<file path="config.mk">
export PLATFORM = sky130hd
export DESIGN_NAME = dmem_responder
export DESIGN_NICKNAME = d
export VERILOG_FILES = /design/src/rtl/mem_pkg.sv /design/src/rtl/dmem_ram.sv /design/src/rtl/dmem_responder.sv
export SDC_FILE = /design/constraint.sdc
export NUM_CORES = 2
export LEC_CHECK = 0
export CAP_MARGIN = 10
export CELL_PAD_IN_SITES_DETAIL_PLACEMENT = 0
export CELL_PAD_IN_SITES_GLOBAL_PLACEMENT = 1
export CORE_ASPECT_RATIO = 0.5
export CORE_MARGIN = 2
export CORE_UTILIZATION = 35
export DETAILED_ROUTE_END_ITERATION = 8
export GPL_TIMING_DRIVEN = 1
export HOLD_SLACK_MARGIN = 0.05
export PLACE_DENSITY = 0.54
export SLEW_MARGIN = 40
export SYNTH_ARGS = -nofsm -noshare
export SYNTH_HDL_FRONTEND = slang
export SYNTH_HIERARCHICAL = 1
export SYNTH_SLANG_ARGS = --single-unit
</file>
<file path="constraint.sdc">
create_clock -name clk -period 8.8 [get_ports clk]
set_input_delay 1.76 -clock clk [delete_from_list [all_inputs] [get_ports clk]]
set_output_delay 1.76 -clock clk [all_outputs]
set_load 0.005 [all_outputs]
</file>
<file path="src/rtl/mem_pkg.sv">
// rtl/mem_pkg.sv - shared types and constants for the data-memory responder
package mem_pkg;
    localparam int CNT_W      = 4;
    localparam int DATA_W     = 32;
    localparam int BYTE_OFS_W = 2;

    typedef enum logic [1:0] {
        IDLE,
        WAIT,
        RESP
    } state_t;

    function automatic int idx_w(input int depth);
        return $clog2(depth);
    endfunction
endpackage

</file>
<file path="src/rtl/dmem_ram.sv">
// rtl/dmem_ram.sv - single-port word RAM, synchronous write, combinational read
module dmem_ram
    import mem_pkg::*;
#(
    parameter int DEPTH = 64,
    parameter int IDX_W = idx_w(DEPTH)
) (
    input  logic              clk,
    input  logic              we,
    input  logic [IDX_W-1:0]  idx,
    input  logic [DATA_W-1:0] wdata,
    output logic [DATA_W-1:0] rdata
);
    logic [DATA_W-1:0] mem [DEPTH];

    always_ff @(posedge clk) begin
        if (we) begin
            mem[idx] <= wdata;
        end
    end

    assign rdata = mem[idx];
endmodule

</file>
<file path="src/rtl/dmem_responder.sv">
// rtl/dmem_responder.sv - load/store responder with programmable wait states
module dmem_responder
    import mem_pkg::*;
#(
    parameter int DEPTH   = 64,
    parameter int LATENCY = 2
) (
    input  logic        clk,
    input  logic        Reset,
    input  logic        MemReq,
    input  logic        MemWrite,
    input  logic [31:0] DataAdr,
    input  logic [31:0] WriteData,
    output logic [31:0] ReadData,
    output logic        MemReady,
    output logic        MemErr
);
    localparam int IDX_W  = idx_w(DEPTH);
    localparam int IDX_HI = IDX_W + BYTE_OFS_W - 1;

    state_t            state;
    logic [CNT_W-1:0]  cnt;
    logic              cap_wr;
    logic [31:0]       cap_adr;
    logic [31:0]       cap_wdata;

    logic              sel_wr;
    logic [31:0]       sel_adr;
    logic [31:0]       sel_wdata;
    logic              sel_err;
    logic              enter_resp;
    logic              ram_we;
    logic [IDX_W-1:0]  ram_idx;
    logic [31:0]       ram_rdata;

    // With zero wait states RESP is entered on the accepting edge itself,
    // so the live inputs stand in for the not-yet-loaded capture registers.
    always_comb begin
        sel_wr     = (state == IDLE) ? MemWrite  : cap_wr;
        sel_adr    = (state == IDLE) ? DataAdr   : cap_adr;
        sel_wdata  = (state == IDLE) ? WriteData : cap_wdata;
        sel_err    = (sel_adr[BYTE_OFS_W-1:0] != '0) || (sel_adr[31:IDX_HI+1] != '0);
        enter_resp = ((state == IDLE) && MemReq && (LATENCY == 0)) ||
                     ((state == WAIT) && (cnt == CNT_W'(1)));
        ram_we     = enter_resp && sel_wr && !sel_err;
        ram_idx    = sel_adr[IDX_HI:BYTE_OFS_W];
    end

    dmem_ram #(
        .DEPTH (DEPTH)
    ) u_ram (
        .clk   (clk),
        .we    (ram_we),
        .idx   (ram_idx),
        .wdata (sel_wdata),
        .rdata (ram_rdata)
    );

    always_ff @(posedge clk or negedge Reset) begin
        if (!Reset) begin
            state     <= IDLE;
            cnt       <= '0;
            cap_wr    <= 1'b0;
            cap_adr   <= '0;
            cap_wdata <= '0;
            ReadData  <= '0;
            MemReady  <= 1'b0;
            MemErr    <= 1'b0;
        end else begin
            MemReady <= 1'b0;
            case (state)
                IDLE: begin
                    if (MemReq) begin
                        cap_wr    <= MemWrite;
                        cap_adr   <= DataAdr;
                        cap_wdata <= WriteData;
                        cnt       <= CNT_W'(LATENCY);
                        state     <= (LATENCY == 0) ? RESP : WAIT;
                    end
                end
                WAIT: begin
                    cnt <= cnt - CNT_W'(1);
                    if (cnt == CNT_W'(1)) begin
                        state <= RESP;
                    end
                end
                RESP: begin
                    MemReady <= 1'b1;
                    MemErr   <= sel_err;
                    state    <= IDLE;
                end
                default: state <= IDLE;
            endcase
            if (enter_resp && !sel_wr) begin
                ReadData <= sel_err ? '0 : ram_rdata;
            end
        end
    end
endmodule

</file>
==> flow_summary.yaml <==
yosys:
  yosysUniqueCellTypes: 68
  netlist_area_mm2: 0.08305
  ys.flop_type: "edfxtp_1"
  yosysSeqAreaShare_pct: 77.21
  yosys_warnings: 6
  syn_avg_cell_area_um2: 17.71
  async_flop_share_pct: 4.877
  yosys.area.top_type: "edfxtp_1"
  synth_edf_count: 2048
  synthTopCellsByArea: "edfxtp_1 (74%), dfrtp_1 (3.2%), mux2i_1 (3.1%)"
  ys_ff_latch: 2153
  syn_inst: 4689
  yosys.area.top_type_share_pct: 74.05
  syn_nets: 4759
finish:
  drive_above_1_share_pct: 16.90
  area_growth_pct: 15.12
  n_fill_cell: 21004
  fin_area_mm2: 0.09560
  layout_common_cells: "edfxtp_1 (2048), mux2i_1 (259), nand2_1 (222), clkbuf_16 (205), a22oi_1 (188)"
  nets: 4927
  mostFrequentLayoutCell: "edfxtp_1"
timing:
  fmax_mhz: 172.5
  worstMarginPinSlew_ns: 0.9595
  period_needed_ns: 5.796
  finalSetupViolCount: 0
  rsz0062_at_grt: "no"
  slew_headroom_pct: 36.03
  hold_viol: 0
  fin_ws_ns: 3.004
  slew_violations: 0
  tns_ns: 0
  worst_clock_skew_ns: 0.03209
  whs_ns: 0.4702
  period_share_pct: 65.87
place:
  placed_cell_area_mm2: 0.08902
  place_worst_setup_slack_ns: 2.242
  gp_congestion: 0.8244
  portBuffers: 101
  place_hpwl_mm: 148.9
cts:
  post_cts_resized: 0
  root_buffer: "clkbuf_16"
  cts_sinks: 2153
  hold_buffers: 0
  clk_latency_ns: 0.84
  post_cts_buffers: 0
  htreeDepth: 4
  cts_tree: "done"
  path_clk_slew_ns: 0.06
  cts_buffers: 203
  clock_path_buffers: 4
worst_hold_path:
  whs_path_depth: 2
  hp-start: "cap_wdata[20]$_DFFE_PN0P_"
  min_path_type: "reg2reg"
routing:
  via_per_inst: 5.667
  drc: 0
  num_vias: 46165
  ant_nets: 0
  wl_per_cell_um: 31.18
  first_pass_iters: 5
  drt_wl_total_mm: 254.0
  first_iter_violations: 5382
critical_path:
  cp_slowest_cell: "or4_1"
  r2r_cells: 12
  r2r_slack_ns: 3.13
  critPathBufInv: 3
  end_kind: "register"
  required_ns: 9.50
  rr_endpoint: "ReadData[5]$_DFFE_PN0P_"
  worstSetupEndpoint: "ReadData[15]$_DFFE_PN0P_"
  r2r_start: "state[1]$_DFFE_PN0P_"
  crit_start: "DataAdr[2]"
  path_class: "in2reg"
  cp.arrival_ns: 6.50
  crit_fanout: 68
  cp_num_cells: 10
  critPathLaunchType: "input port"
  slowest_delay_ns: 0.66
  cpLargestDelayFamily: "compound AO/OA/AOI/OAI gates"
  crit_chain: "clkdlybuf4s50_1, mux2_8, buf_4, nor2b_4, buf_12, a221oi_1, o22a_1, o22ai_1, or4_1, a31o_1"
grt:
  first_global_vias: 45459
  grt_max_degree: 121
  track_usage_pct: 20.59
  grt_pass1_wl_mm: 355.5
  antenna_found_initial: 7
  grt_remaining_overflow: 0
die:
  coreArea_mm2: 0.2358
  die_h_um: 348.4
  core.rowCount: 126
  die_x_um: 692.9
  pin_count: 102
  initial_core_util_pct: 35.21
  die_area_mm2: 0.2414
outcome:
  status: "completed"
job:
  maxCapViolations: 0
power:
  p_leak_nw: 30.91
  power.density_mw_per_mm2: 364.0
  vdd_drop_max_uv: 368.2
[flip-flops by register name, indices dropped and copies added, names as in the netlist]
name,count
cap_wdata,32
cap_wr,1
MemErr,1
ReadData,32
cnt,4
cap_adr,32
u_ram/mem,2048
MemReady,1
state,2
[through the flow]
step                      instances  util (%)  power (W)
after floorplan                4689         -    0.02064
after global placement         7765     37.57    0.02618
after detailed placement       7780     37.75    0.02639
after CTS                      8135     40.41    0.03495
after global routing           8144     40.53    0.03606
final                          8146     40.54    0.03480
[where the power goes]
group	internal, W	total, W	leakage [nW]	switching [W]
registers	0.0132	0.0134	19.8	0.000221
logic	0.00385	0.0128	8.01	0.00894
clock network	0.00484	0.00858	3.06	0.00374
total	0.0219	0.0348	30.9	0.0129
[tightest hold or removal path, cell delays in order, from the launching register on]
cell	delay (ns)
dfrtp_1	0.34
nand2_1	0.05
nand2_1	0.05
[cell usage after synthesis (all sizes together), types with 18 or more instances]
master  count
nand2     226
nor2      152
nor2b      41
nand2b     19
nor3       24
mux2i     259
o22a       70
a22oi     188
and3       86
nor4       25
a221oi    175
buf       145
clkbuf    181
a31oi      44
a31o       32
mux2      185
a22o       67
edfxtp   2048
mux4       96
o21ai      91
dfrtp     105
a211oi     18
nand3      56
a21oi     123
o22ai      93
[routing by layer]
layer	vias to the layer above	routed length [µm]	share of wire, %	track usage [%]
li1	19469	-	-	-
met2	1733	117200	46	32.69
met4	0	5031	2.0	4.224
met3	274	17250	6.8	3.195
met1	24689	114500	45	30.08
met5	-	0	0	0
[area by class of cell]
class	instances	area [µm²]	share of cell area, %
tap	3136	3924	4.104
inverter	4	22.52	0.02356
antenna	3	7.507	0.007852
multi-input combinational	2206	18310	19.15
clock buffer	260	5416	5.666
timing repair buffer	289	2925	3.060
clock inverter	95	873.3	0.9135
sequential	2153	64130	67.08
[worst min path at each step]
stage / endpoint / slack [ns]
5_1_grt: cap_wdata[18]$_DFFE_PN0P_ / 0.49
3_3_place_gp: cap_adr[7]$_DFFE_PN0P_ / 0.45
3_5_place_dp: cap_adr[7]$_DFFE_PN0P_ / 0.46
2_1_floorplan: cap_adr[2]$_DFFE_PN0P_ / 0.44
6_report: cap_wdata[20]$_DFFE_PN0P_ / 0.47
4_1_cts: cap_wdata[27]$_DFFE_PN0P_ / 0.48
[cell families after synthesis]
kind of cell    synth area share [%]
buf+inv                        1.775
simple gates                   4.080
compound gates                 8.667
fa+ha+maj                    0.03013
flops                          77.21
mux                            8.233
(Power assumes the default switching activity.)
